===== src/rtl/gan_serial_scheduler.sv =====
// rtl/gan_serial_scheduler.sv - frame loader, inference sequencer and result holder for gan_serial_top
module gan_serial_scheduler #(
  parameter int FRAME_BITS     = 784,
  parameter int TIMEOUT_CYCLES = 65535,
  parameter int CNT_W          = 16
) (
  input  logic               clk,
  input  logic               rst,
  input  logic               host_bit,
  input  logic               host_bit_valid,
  output logic               host_bit_ready,
  output logic               core_pixel_bit,
  output logic               core_pixel_bit_valid,
  input  logic               core_pixel_bit_ready,
  input  logic               core_frame_ready,
  input  logic               core_busy,
  input  logic               core_done,
  output logic               core_start,
  input  logic signed [15:0] core_fake_score,
  input  logic signed [15:0] core_real_score,
  input  logic               core_fake_is_real,
  input  logic               core_real_is_real,
  output logic               res_valid,
  input  logic               res_ready,
  output logic signed [15:0] res_fake_score,
  output logic signed [15:0] res_real_score,
  output logic [1:0]         res_flags,
  output logic [7:0]         res_frame_id,
  output logic               timeout_err,
  output logic [2:0]         sched_state
);

  localparam logic [2:0] S_IDLE    = 3'd0;
  localparam logic [2:0] S_LOAD    = 3'd1;
  localparam logic [2:0] S_WAIT_FR = 3'd2;
  localparam logic [2:0] S_START   = 3'd3;
  localparam logic [2:0] S_RUN     = 3'd4;
  localparam logic [2:0] S_REPORT  = 3'd5;
  localparam logic [2:0] S_ERROR   = 3'd6;

  // One counter serves as bit counter in LOAD and as timeout counter in WAIT_FR/RUN;
  // those states never overlap and each entry clears it.
  localparam logic [CNT_W-1:0] LAST_BIT  = CNT_W'(FRAME_BITS - 1);
  localparam logic [CNT_W-1:0] LAST_WAIT = CNT_W'(TIMEOUT_CYCLES - 1);
  localparam logic [CNT_W-1:0] CNT_ONE   = 1;
  localparam logic [CNT_W-1:0] CNT_ZERO  = 0;

  logic [2:0]         state_q, state_d;
  logic [CNT_W-1:0]   cnt_q, cnt_d;
  logic signed [15:0] fake_q, fake_d;
  logic signed [15:0] real_q, real_d;
  logic [1:0]         flags_q, flags_d;
  logic [7:0]         id_q, id_d;
  logic               terr_q, terr_d;

  logic in_load;
  logic in_err;
  logic xfer;

  assign in_load = (state_q == S_LOAD);
  assign in_err  = (state_q == S_ERROR);
  assign xfer    = in_load & host_bit_valid & core_pixel_bit_ready;

  // Pixel pass-through exists only while loading; results are blanked once in ERROR.
  assign core_pixel_bit       = in_load & host_bit;
  assign core_pixel_bit_valid = in_load & host_bit_valid;
  assign host_bit_ready       = in_load & core_pixel_bit_ready;
  assign core_start           = (state_q == S_START);
  assign res_valid            = (state_q == S_REPORT);
  assign res_fake_score       = in_err ? 16'sd0 : fake_q;
  assign res_real_score       = in_err ? 16'sd0 : real_q;
  assign res_flags            = in_err ? 2'b00 : flags_q;
  assign res_frame_id         = in_err ? 8'd0 : id_q;
  assign timeout_err          = terr_q;
  assign sched_state          = state_q;

  // Next-state, counter and result-capture decisions.
  always_comb begin
    state_d = state_q;
    cnt_d   = cnt_q;
    fake_d  = fake_q;
    real_d  = real_q;
    flags_d = flags_q;
    id_d    = id_q;
    terr_d  = terr_q;
    case (state_q)
      S_IDLE: begin
        if (host_bit_valid) begin
          state_d = S_LOAD;
          cnt_d   = CNT_ZERO;
        end
      end
      S_LOAD: begin
        if (xfer) begin
          if (cnt_q == LAST_BIT) begin
            state_d = S_WAIT_FR;
            cnt_d   = CNT_ZERO;
          end else begin
            cnt_d = cnt_q + CNT_ONE;
          end
        end
      end
      S_WAIT_FR: begin
        if (core_frame_ready && !core_busy) begin
          state_d = S_START;
        end else if (cnt_q == LAST_WAIT) begin
          state_d = S_ERROR;
          terr_d  = 1'b1;
        end else begin
          cnt_d = cnt_q + CNT_ONE;
        end
      end
      S_START: begin
        state_d = S_RUN;
        cnt_d   = CNT_ZERO;
      end
      S_RUN: begin
        if (core_done) begin
          state_d = S_REPORT;
          fake_d  = core_fake_score;
          real_d  = core_real_score;
          flags_d = {core_real_is_real, core_fake_is_real};
        end else if (cnt_q == LAST_WAIT) begin
          state_d = S_ERROR;
          terr_d  = 1'b1;
        end else begin
          cnt_d = cnt_q + CNT_ONE;
        end
      end
      S_REPORT: begin
        if (res_ready) begin
          state_d = S_IDLE;
          id_d    = id_q + 8'd1;
        end
      end
      S_ERROR: begin
        state_d = S_ERROR;
      end
      default: begin
        state_d = S_IDLE;
      end
    endcase
  end

  // State and data registers with synchronous reset.
  always_ff @(posedge clk) begin
    if (rst) begin
      state_q <= S_IDLE;
      cnt_q   <= CNT_ZERO;
      fake_q  <= 16'sd0;
      real_q  <= 16'sd0;
      flags_q <= 2'b00;
      id_q    <= 8'd0;
      terr_q  <= 1'b0;
    end else begin
      state_q <= state_d;
      cnt_q   <= cnt_d;
      fake_q  <= fake_d;
      real_q  <= real_d;
      flags_q <= flags_d;
      id_q    <= id_d;
      terr_q  <= terr_d;
    end
  end

endmodule


===== config.mk =====
export PLATFORM = sky130hd
export DESIGN_NAME = gan_serial_scheduler
export DESIGN_NICKNAME = d
export VERILOG_FILES = /design/src/rtl/gan_serial_scheduler.sv
export SDC_FILE = /design/constraint.sdc
export NUM_CORES = 1
export LEC_CHECK = 0
export ABC_AREA = 1
export ABC_CLOCK_PERIOD_IN_PS = 1500
export BUFFER_PORTS_ARGS = -buffer_cell sky130_fd_sc_hd__buf_2
export CAP_MARGIN = 40
export CORE_MARGIN = 5
export CORE_UTILIZATION = 30
export DETAILED_ROUTE_END_ITERATION = 16
export PLACE_DENSITY = 0.54
export SYNTH_ARGS = -nofsm -noshare
export SYNTH_HDL_FRONTEND = slang
export SYNTH_SLANG_ARGS = --single-unit

===== constraint.sdc =====
create_clock -name clk -period 1.5 [get_ports clk]
set_clock_uncertainty 0.2 [all_clocks]
set_input_delay 0.15 -clock clk [delete_from_list [all_inputs] [get_ports clk]]
set_output_delay 0.15 -clock clk [all_outputs]
set_load 0.1 [all_outputs]

# ---- After elaboration in Yosys (flattened, before gate mapping)
# Index checks and enable logic that the tools add are counted.
# Widths: inputs -> output; s select.
dict set report word_totals {
  ramBits 0
  ff_bits 62
  rom_bits 0
  latchBits 0
  n_memories 0
}
dict set report op_classes {
  bitwise_logic 4
  n_reduce_logical 10
  mux 23
  eq_ne 14
  n_mul 0
  shifts 0
  magnitude_cmp 0
  div_mod_pow 0
  add_sub_neg 2
}
# operator n
set ops {}
lappend ops {{$mux 16} 8}
lappend ops {{$pmux 16 s5} 1}
lappend ops {{$mux 3} 7}
lappend ops {{$pmux 3 s7} 1}
lappend ops {{$add 16x1->16 const B} 1}
lappend ops {{$eq 16x10->1 const B} 1}
lappend ops {{$eq 16x16->1 const B} 1}
lappend ops {{$eq 3x3->1 const B} 3}
lappend ops {{$add 8x1->8 const B} 1}
lappend ops {{$mux 8} 1}
lappend ops {{$eq 3x2->1 const B} 2}
lappend ops {{$ne 2x1->1 const B} 3}
lappend ops {{$ne 2x2->1 const B} 3}
lappend ops {{$reduce_and 5->1} 1}
lappend ops {{$reduce_bool 5->1} 1}
lappend ops {{$and 1x1->1} 4}
lappend ops {{$reduce_and 2->1} 2}
lappend ops {{$reduce_and 4->1} 1}
lappend ops {{$eq 3x1->1 const B} 1}
lappend ops {{$logic_not 3->1} 1}
lappend ops {{$mux 1} 3}
lappend ops {{$reduce_and 3->1} 1}
lappend ops {{$mux 2} 1}
lappend ops {{$pmux 1 s2} 1}
lappend ops {{other kinds (3)} 3}

# ---- Longest topological paths before layout
# Gate-level depths: netlist of the first run.
dict set report logic_depth {
  ltp_word 5
  mapped_depth 13
}

# ---- Least setup slack after synthesis of the first run
# OpenSTA, ideal clock, no wires.
dict set report synth_timing {
  path_type {register to register}
  start {reg state_q[0] (netlist: sched_state[0])}
  end {reg state_q[2] (netlist: sched_state[2])}
  arrival_time_ns 3.533
  setup_time_ns 0.074
  period_less_slack_ns 3.807
  t_required_ns 1.226
  path_stages_with_launch 5
  path_slack_ns -2.307
  path_buffers 0
  cell_sequence {dfxtp_1 > inv_2 > nor3_1 > a21oi_1 > a31oi_1}
}
dict set report synth_between {
  elab_cells_between_ends 15
  cone_classes {eq/ne (10); mux (1); bitwise (2); reduce/logical (2)}
}
# element line
set synth_rtl {}
lappend synth_rtl {{start: declaration} 48} ;# logic [2:0] state_q, state_d;
lappend synth_rtl {{start signal: assignment} 156} ;# state_q <= state_d;
lappend synth_rtl {{$eq 3x2->1} --}
lappend synth_rtl {{net core_start} 18} ;# output logic core_start,
lappend synth_rtl {{$pmux 3 s7} 86} ;# case (state_q)
# The timed path passes the listed nets, and every way through them passes these cells.
# A chain may end at the register's enable or synchronous reset.

# ---- Worst setup path after layout of the first run
dict set report layout_timing {
  start {reg state_q[0] (netlist: sched_state[0])}
  end {out res_real_score[12]}
}
dict set report layout_between {
  elab_chain_len 2
}
# element line
set layout_lines {}
lappend layout_lines {{$eq 3x3->1} 61} ;# assign in_err = (state_q == S_ERROR);
lappend layout_lines {{$mux 16} 71} ;# assign res_real_score = in_err ? 16'sd0 : real_q;
lappend layout_lines {{end: declaration} 26} ;# output logic signed [15:0] res_real_score,
# Every way passes these cells.

==> flow_summary.ini, run 1 <==
[sta]
rsz0062_at_grt = true
finalMaxSlewViolations = 0
relSlewSlack_pct = 67.50
fin_ws_ns = -0.4234
period_minus_slack_ns = 1.923
hold_viol = 0
period_share_pct = 128.2
max_freq_mhz = 519.9
tightest_slew_ns = 0.4908
setup_viol = 103

[grt]
gr-usage-met3_pct = 3.316
antenna_found_initial = 0
grt_overflow = 0
grt_pass1_vias = 4007
grtUsageMet2_pct = 29.16
grt_busiest_layer = met2
met1_usage_pct = 19.44
track_usage_pct = 16.46
grt_max_degree = 38
grt_pass1_wl_um = 18130

[setup_path]
cp_max_fo = 5
cp.required_ns = 1.15
worst_path_max_delay_cell = dfxtp_4
worstSetupStartpointType = register
regToRegSetupSlack_ns = -0.33
worst-endpoint-arrival_ns = 1.57
critPathMaxStageDelay_ns = 0.36
crit_type = register to output pin
critical_path.cell_chain = inv_4, buf_6, nand3_4, clkbuf_16, nand2_2, clkinvlp_4, buf_12
end_kind = output pin

[power_and_ir_drop]
finalPower_uw = 4929
clkPwrFrac_pct = 43.0
cellLeakagePower_uw = 0.002754
seqPwrFrac_pct = 34.2
powerDensity_nw_per_um2 = 673.6
combPwrFrac_pct = 22.8
ir_drop_uv = 648.7
p_sw_uw = 1452
swShare_pct = 29.47
internal-power_uw = 3476

[yosys]
synth-seq-cells = 62
syn-num-nets = 591
ys_warn_count = 0
syn-cell-area_um2 = 3415
synth-seq-area-share_pct = 36.35
synth_cell_types = 34
avgSynthCellArea_um2 = 6.265
synthCells = 545

[detailed_routing]
wl_per_cell_um = 14.55
drt_iter0_markers = 236
drt-vias-per-instance = 4.723
wirelength_um = 13300
drtPass1Iterations = 4
ant_nets = 0
num_vias = 4317
drc = 0

[die]
die_w_um = 116.7
io_pins = 94
dieArea_um2 = 13620
num_rows = 39
die_y_um = 116.7
start_util_pct = 30.29
core-area_um2 = 11270

[flow_run]
maxCapViolations = 0

[status]
status = finished, violations left
violations = negative setup slack

[layout]
fillers = 871
drive_above_1_share_pct = 50.97
nNetsFinal = 812
antenna_cells = 0
utilization_pct = 64.91
design_area_um2 = 7317
area_growth_pct = 114.3

[min_path]
hp-class = input pin to register

[placed_design]
port_buffers = 93
placed_area_um2 = 5532
routabilityCongestion = 0.8287
dp_hpwl_um = 7967

[clocking]
tritoncts = yes
cts_sinks = 62
numCtsBuffers = 9
clk-insertion-delay-late_ns = 0.33
clock_path_buffers = 2
cts-htree-levels = 3
clk_pin_slew_ns = 0.06
clockRootBuffer = clkbuf_16
==> cells by family after synthesis <==
group	after synthesis	share of synthesized area, %
AND/OR/NAND/NOR	294	37.67
buffers and inverters	113	13.27
AO/OA/AOI/OAI	71	11.10
flip-flops	62	36.35
adder cells (fa/ha/maj)	3	1.099
XOR/XNOR	2	0.5131
==> what timing repair did <==
action / CTS / global route
gates resized for setup: 48 / 145
pin swaps: 7 / 19
buffers inserted: 11 / 12
gates cloned: 2 / 13
hold buffers: 35 / 0
endpoints found under the setup margin: 104 / 110
hold endpoints to repair: 35 / 0
==> area by class of cell <==
type                       instances  area (um^2)  area share (%)
sequential                        62         1267           17.32
multi-input combinational        372         2360           32.25
timing repair inverter             1        16.27          0.2223
tap                              143        178.9           2.445
clock buffer                       9        225.2           3.078
clock inverter                     7        80.08           1.094
timing repair buffer             229         2634           36.00
inverter                          91        555.5           7.592
==> layer usage <==
layer / vias up / share of wire, %
met5: - / 0
met4: 0 / 3.0
met3: 29 / 6.1
met2: 132 / 52
met1: 2000 / 38
li1: 2156 / -
==> power by group through the flow <==
stage          combinational (uW)  clock [uW]  sequential, uW
2_1_floorplan                 361           0            1770
3_3_place_gp                  730           0            1720
3_5_place_dp                  734           0            1720
4_1_cts                       940        2170            1680
5_1_grt                      1180        2250            1690
6_report                     1120        2120            1680
==> registers in the layout, summed over array words and instances (netlist names) <==
register / count
cnt_q: 16
real_q: 16
flags_q: 2
timeout_err: 1
fake_q: 16
id_q: 8
sched_state: 3
==> worst max-delay path, delay by kind of cell, from the launching register on <==
kind | cells | cell delay, ns
flops | 1 | 0.36
buf+inv | 5 | 0.65
simple gates | 2 | 0.23
==> synth_stat cells <==
master | count | area, um^2
nand2_2 | 4 | 25.02
nand2_4 | 2 | 22.52
nor2_2 | 6 | 37.54
buf_4 | 1 | 7.510
nor2_1 | 42 | 157.7
nand3b_2 | 1 | 11.26
a21oi_1 | 53 | 265.3
ha_1 | 3 | 37.54
clkbuf_1 | 16 | 60.06
a31oi_1 | 1 | 6.260
nand3_2 | 3 | 30.03
dfxtp_1 | 62 | 1241
nor2_4 | 2 | 22.52
nor3_1 | 5 | 25.02
nand3b_1 | 1 | 7.510
inv_4 | 1 | 6.260
nand4_1 | 6 | 37.54
nor3b_2 | 1 | 12.51
o21bai_1 | 4 | 30.03
inv_2 | 7 | 26.28
o21ai_1 | 1 | 5.000
nand3_1 | 54 | 270.3
xor2_1 | 1 | 8.760
inv_1 | 82 | 307.8
buf_8 | 1 | 15.01
clkinv_1 | 1 | 3.750
o211ai_1 | 1 | 7.510
xnor2_1 | 1 | 8.760
nand2_1 | 167 | 626.9
buf_6 | 1 | 11.26
o21ai_0 | 8 | 40.04
a22oi_1 | 1 | 7.510
a21oi_2 | 2 | 17.52
buf_2 | 3 | 15.01
==> cells in the final DEF, fill, tap and decap left out, types with 2 or more instances in the layout <==
| cell | n |
|---|---|
| a21oi_1 | 44 |
| a21oi_2 | 10 |
| buf_12 | 56 |
| buf_2 | 43 |
| buf_4 | 64 |
| buf_6 | 21 |
| buf_8 | 2 |
| clkbuf_16 | 17 |
| clkinv_4 | 2 |
| clkinv_8 | 4 |
| clkinvlp_4 | 45 |
| dfxtp_1 | 51 |
| dfxtp_2 | 6 |
| dfxtp_4 | 5 |
| dlygate4sd3_1 | 35 |
| ha_4 | 2 |
| inv_1 | 33 |
| inv_2 | 7 |
| inv_4 | 2 |
| inv_6 | 4 |
| nand2_1 | 104 |
| nand2_2 | 28 |
| nand2_4 | 38 |
| nand2_8 | 4 |
| nand3_1 | 50 |
| nand3_2 | 2 |
| nand3_4 | 6 |
| nand4_1 | 6 |
| nor2_1 | 34 |
| nor2_2 | 7 |
| nor2_4 | 9 |
| nor3_1 | 3 |
| o21ai_0 | 4 |
| o21ai_1 | 3 |
| o21ai_2 | 2 |
| o21bai_1 | 3 |
==> path summary, 6_finish.rpt <==
check / startpoint / endpoint / cells past startpoint
setup / recovery: sched_state[0]$_SDFFE_PP0P_ / res_real_score[12] / 7
hold reg to reg: fake_q[0]$_SDFFE_PP0P_ / fake_q[0]$_SDFFE_PP0P_ / 2
hold / removal: rst / cnt_q[0]$_SDFFE_PP0P_ / 4
setup reg to reg: sched_state[0]$_SDFFE_PP0P_ / cnt_q[2]$_SDFFE_PP0P_ / 12
==> through the flow <==
| stage | hold WS [ns] | cells | setup slack [ns] | setup TNS (ns) |
|---|---|---|---|---|
| CTS | 0.007328 | 892 | -0.3739 | -26.64 |
| detailed placement | 0.2308 | 828 | -0.3171 | -10.65 |
| global placement | 0.2223 | 828 | -0.2566 | -8.220 |
| finish | 0.04576 | 914 | -0.4234 | -30.86 |
| global route | 0.07593 | 914 | -0.4871 | -38.32 |
| floorplan | 0.1144 | 545 | -0.4568 | -27.26 |
Power figures use the tool's default switching activity.
==> run 2, diff against run 1 <==
--- a/config.mk
+++ b/config.mk
@@ -10,9 +10,10 @@
 export BUFFER_PORTS_ARGS = -buffer_cell sky130_fd_sc_hd__buf_2
 export CAP_MARGIN = 40
 export CORE_MARGIN = 5
-export CORE_UTILIZATION = 30
+export CORE_UTILIZATION = 45
 export DETAILED_ROUTE_END_ITERATION = 16
-export PLACE_DENSITY = 0.54
+export PLACE_DENSITY = 0.75
+export RECOVER_POWER = 25
 export SYNTH_ARGS = -nofsm -noshare
 export SYNTH_HDL_FRONTEND = slang
 export SYNTH_SLANG_ARGS = --single-unit
==> flow_summary.ini, run 2 <==
[die]
die_y_um = 97.11
io_pins = 94
start_util_pct = 46.58
die_w_um = 97.11
num_rows = 31

[placed_design]
dp_hpwl_um = 7867
placed_area_um2 = 5376
routabilityCongestion = 0.9401
port_buffers = 93
dp_slack_ns = -0.3160

[yosys]
synth_top_area_cell = dfxtp_1
synth-seq-cells = 62
synthTopCellsByCount = nand2_1 (167), inv_1 (82), dfxtp_1 (62)
ys.flop_type = dfxtp_1
synth_top_area_share_pct = 36.35
ys_warn_count = 0
synth_cell_types = 34
synthCells = 545
synth-seq-area-share_pct = 36.35
yosys-top-cells-area = dfxtp_1 (36%), nand2_1 (18%), inv_1 (9.0%)
avgSynthCellArea_um2 = 6.265
syn-cell-area_um2 = 3415
synthArstFlopShare_pct = 0
synth_edf_count = 0
synth_most_common_cell = nand2_1
syn-num-nets = 591

[clocking]
clock_path_buffers = 2
numCtsBuffers = 9
cts_sinks = 62
cts-htree-levels = 3
clockRootBuffer = clkbuf_8

[status]
haltStage = 5_1_grt
stop_error = [ERROR DPL-0038] Utilization greater than 100%, impossible to legalize
status = did not finish

[sta]
worstEndpointGrtRepair = cnt_q[13]$_SDFFE_PP0P_/D
worst-ep-kind = sequential cell input

[grt]
grt_max_degree = 49
run 2: cell counts after synthesis:
Identical to the previous run, type by type.
run 2: logic make-up after synthesis:
kind of cell | after synthesis | share of synthesized area [%]
xor gates and xnor gates | 2 | 0.5131
and+or+nand+nor | 294 | 37.67
AOI/OAI and AO/OA | 71 | 11.10
buffers and inverters | 113 | 13.27
DFF | 62 | 36.35
adders and majority gates | 3 | 1.099
run 2: timing repair:
item,4_1_cts
hold buffers,35
setup buffers,18
setup endpoints to repair,104
gates cloned,8
pin swaps,53
resized for setup,81
endpoints found under the hold margin,35
run 2: metrics by stage:
stage	util, %	instances	hold WS [ns]
3_5_place_dp	73.34	769	0.2244
3_3_place_gp	73.34	769	0.2212
2_1_floorplan	-	545	0.1144
4_1_cts	89.01	846	0.04176
==> run 3, diff against run 2 <==
--- a/config.mk
+++ b/config.mk
@@ -6,13 +6,13 @@
 export NUM_CORES = 1
 export LEC_CHECK = 0
 export ABC_AREA = 1
-export ABC_CLOCK_PERIOD_IN_PS = 1500
+export ABC_CLOCK_PERIOD_IN_PS = 1950
 export BUFFER_PORTS_ARGS = -buffer_cell sky130_fd_sc_hd__buf_2
 export CAP_MARGIN = 40
 export CORE_MARGIN = 5
-export CORE_UTILIZATION = 45
+export CORE_UTILIZATION = 30
 export DETAILED_ROUTE_END_ITERATION = 16
-export PLACE_DENSITY = 0.75
+export PLACE_DENSITY_LB_ADDON = 0.15
 export RECOVER_POWER = 25
 export SYNTH_ARGS = -nofsm -noshare
 export SYNTH_HDL_FRONTEND = slang
==> constraint.sdc (replaced) <==
create_clock -name clk -period 1.95 [get_ports clk]
set_clock_uncertainty 0.2 [all_clocks]
set_input_delay 0.195 -clock clk [delete_from_list [all_inputs] [get_ports clk]]
set_output_delay 0.195 -clock clk [all_outputs]
set_load 0.1 [all_outputs]
==> flow_summary.ini, run 3 (synthesis gave the netlist of run 1 again) <==
[status]
status = completed

[placed_design]
placed_area_um2 = 4945
dp.cells = 772
dp_slack_ns = 0.1355
dp_hpwl_um = 7341
port_buffers = 93
routabilityCongestion = 0.8518

[sta]
relSlewSlack_pct = 62.08
setup_viol = 0
max_freq_mhz = 533.9
period_share_pct = 96.06
fin_ws_ns = 0.07690
period_minus_slack_ns = 1.873
rsz0062_at_grt = true
finalMaxSlewViolations = 0
whs_ns = 0.05116
tightest_slew_ns = 0.5712
hold_viol = 0

[clocking]
cts_sinks = 62
numCtsBuffers = 9
clk-insertion-delay-late_ns = 0.33
clockRootBuffer = clkbuf_16
tritoncts = yes
clk_pin_slew_ns = 0.05
clock_path_buffers = 2
cts-htree-levels = 3

[min_path]
worstHoldPathCells = 4
hp-class = input pin to register

[grt]
grt_max_degree = 49
grt_pass1_vias = 3525
grt_pass1_wl_um = 16690
grt_overflow = 0
antenna_found_initial = 0
track_usage_pct = 15.54

[power_and_ir_drop]
cellLeakagePower_uw = 0.002105
powerDensity_nw_per_um2 = 635.2
clkPwrFrac_pct = 49.0
ir_drop_uv = 493.2
seqPwrFrac_pct = 35.9
combPwrFrac_pct = 15.1
swShare_pct = 26.87
internal-power_uw = 2645
p_sw_uw = 971.7

[detailed_routing]
num_vias = 3702
drc = 0
met3WireLength_um = 519
ant_nets = 0
wirelength_um = 10340
wl_per_cell_um = 12.54
drtPass1Iterations = 4
wl_met1_um = 4530
routed.top_layer = met4
drt-vias-per-instance = 4.493
drt_iter0_markers = 170
route.met2.wl_um = 5130

[layout]
reg_top3 = cnt_q x16, fake_q x16, real_q x16
instances_no_fill = 824
antenna_cells = 0
drive_above_1_share_pct = 30.40
design_area_um2 = 5694
multiInputGateArea_um2 = 1784
final_cell_mix = nand2_1 (163), dfxtp_1 (59), nand3_1 (53), a21oi_1 (53), buf_12 (48)
ff_latch_area_um2 = 1252
nNetsFinal = 722
area_growth_pct = 66.76
fillers = 1084
mostFrequentLayoutCell = nand2_1

[setup_path]
worst-endpoint-arrival_ns = 1.48
critical_path.cell_chain = inv_6, nand3_4, buf_12, nand2_1, clkinvlp_4, buf_12
cp.required_ns = 1.55
reg2reg_depth = 12
worstSetupStartpointType = register
worst_path_max_delay_cell = dfxtp_4
critPathMaxStageDelay_ns = 0.37
cp_max_fo = 22
crit_type = register to output pin
regToRegSetupSlack_ns = 0.17
end_kind = output pin
cpMostUsedCell = buf_12

[die]
core-area_um2 = 11270
die_w_um = 116.7
dieArea_um2 = 13620
num_rows = 39
start_util_pct = 30.29
io_pins = 94
die_y_um = 116.7

[flow_run]
maxCapViolations = 0
==> run 3: cell type report <==
cell class              count  area share, %
multi-input cells         370          31.33
repair buffers            142          28.74
flip-flops and latches     62          22.00
inverters                  91          8.965
clock buffers              10          4.197
well taps                 143          3.142
clock inverters             6          1.626
==> run 3: worst max-delay path: cells and delay by family, from the launching register on <==
kind,cells,cell delay (ns)
buffers and inverters,4,0.55
flip-flops,1,0.37
AND/OR/NAND/NOR,2,0.21
==> run 3: metrics by stage <==
stage | total power (uW) | util [%] | setup TNS, ns
after floorplan | 1628 | - | -0.2369
after global placement | 1798 | 43.87 | 0
after detailed placement | 1801 | 43.87 | 0
after CTS | 3652 | 50.14 | 0
after global routing | 3771 | 50.52 | -0.008172
final | 3617 | 50.52 | 0
==> run 3: power by group through the flow <==
| stage | clock (uW) | combinational [uW] | sequential (uW) |
|---|---|---|---|
| floorplan | 0 | 268 | 1360 |
| global placement | 0 | 474 | 1320 |
| detailed placement | 0 | 477 | 1320 |
| CTS | 1820 | 540 | 1300 |
| global route | 1880 | 586 | 1300 |
| finish | 1770 | 545 | 1300 |
==> run 3: final timing paths <==
| check | start | end |
|---|---|---|
| setup / recovery | sched_state[0]$_SDFFE_PP0P_ | res_real_score[4] |
| hold / removal | rst | id_q[2]$_SDFFE_PP0P_ |
| setup reg to reg | cnt_q[0]$_SDFFE_PP0P_ | cnt_q[3]$_SDFFE_PP0P_ |
| hold reg to reg | timeout_err$_SDFFE_PP0P_ | timeout_err$_SDFFE_PP0P_ |
==> run 3: repair_timing <==
item,in CTS,in global routing
pin swaps,0,1
hold endpoints to repair,35,0
gates resized for setup,8,9
setup endpoints to repair,44,32
hold buffers,35,0
setup buffers,0,1
==> run 3: routing by layer <==
| layer | vias to the layer above | track usage (%) |
|---|---|---|
| li1 | 1961 | - |
| met1 | 1656 | 18.53 |
| met2 | 75 | 27.34 |
| met3 | 10 | 3.316 |
| met4 | 0 | 5.734 |
| met5 | - | 0 |
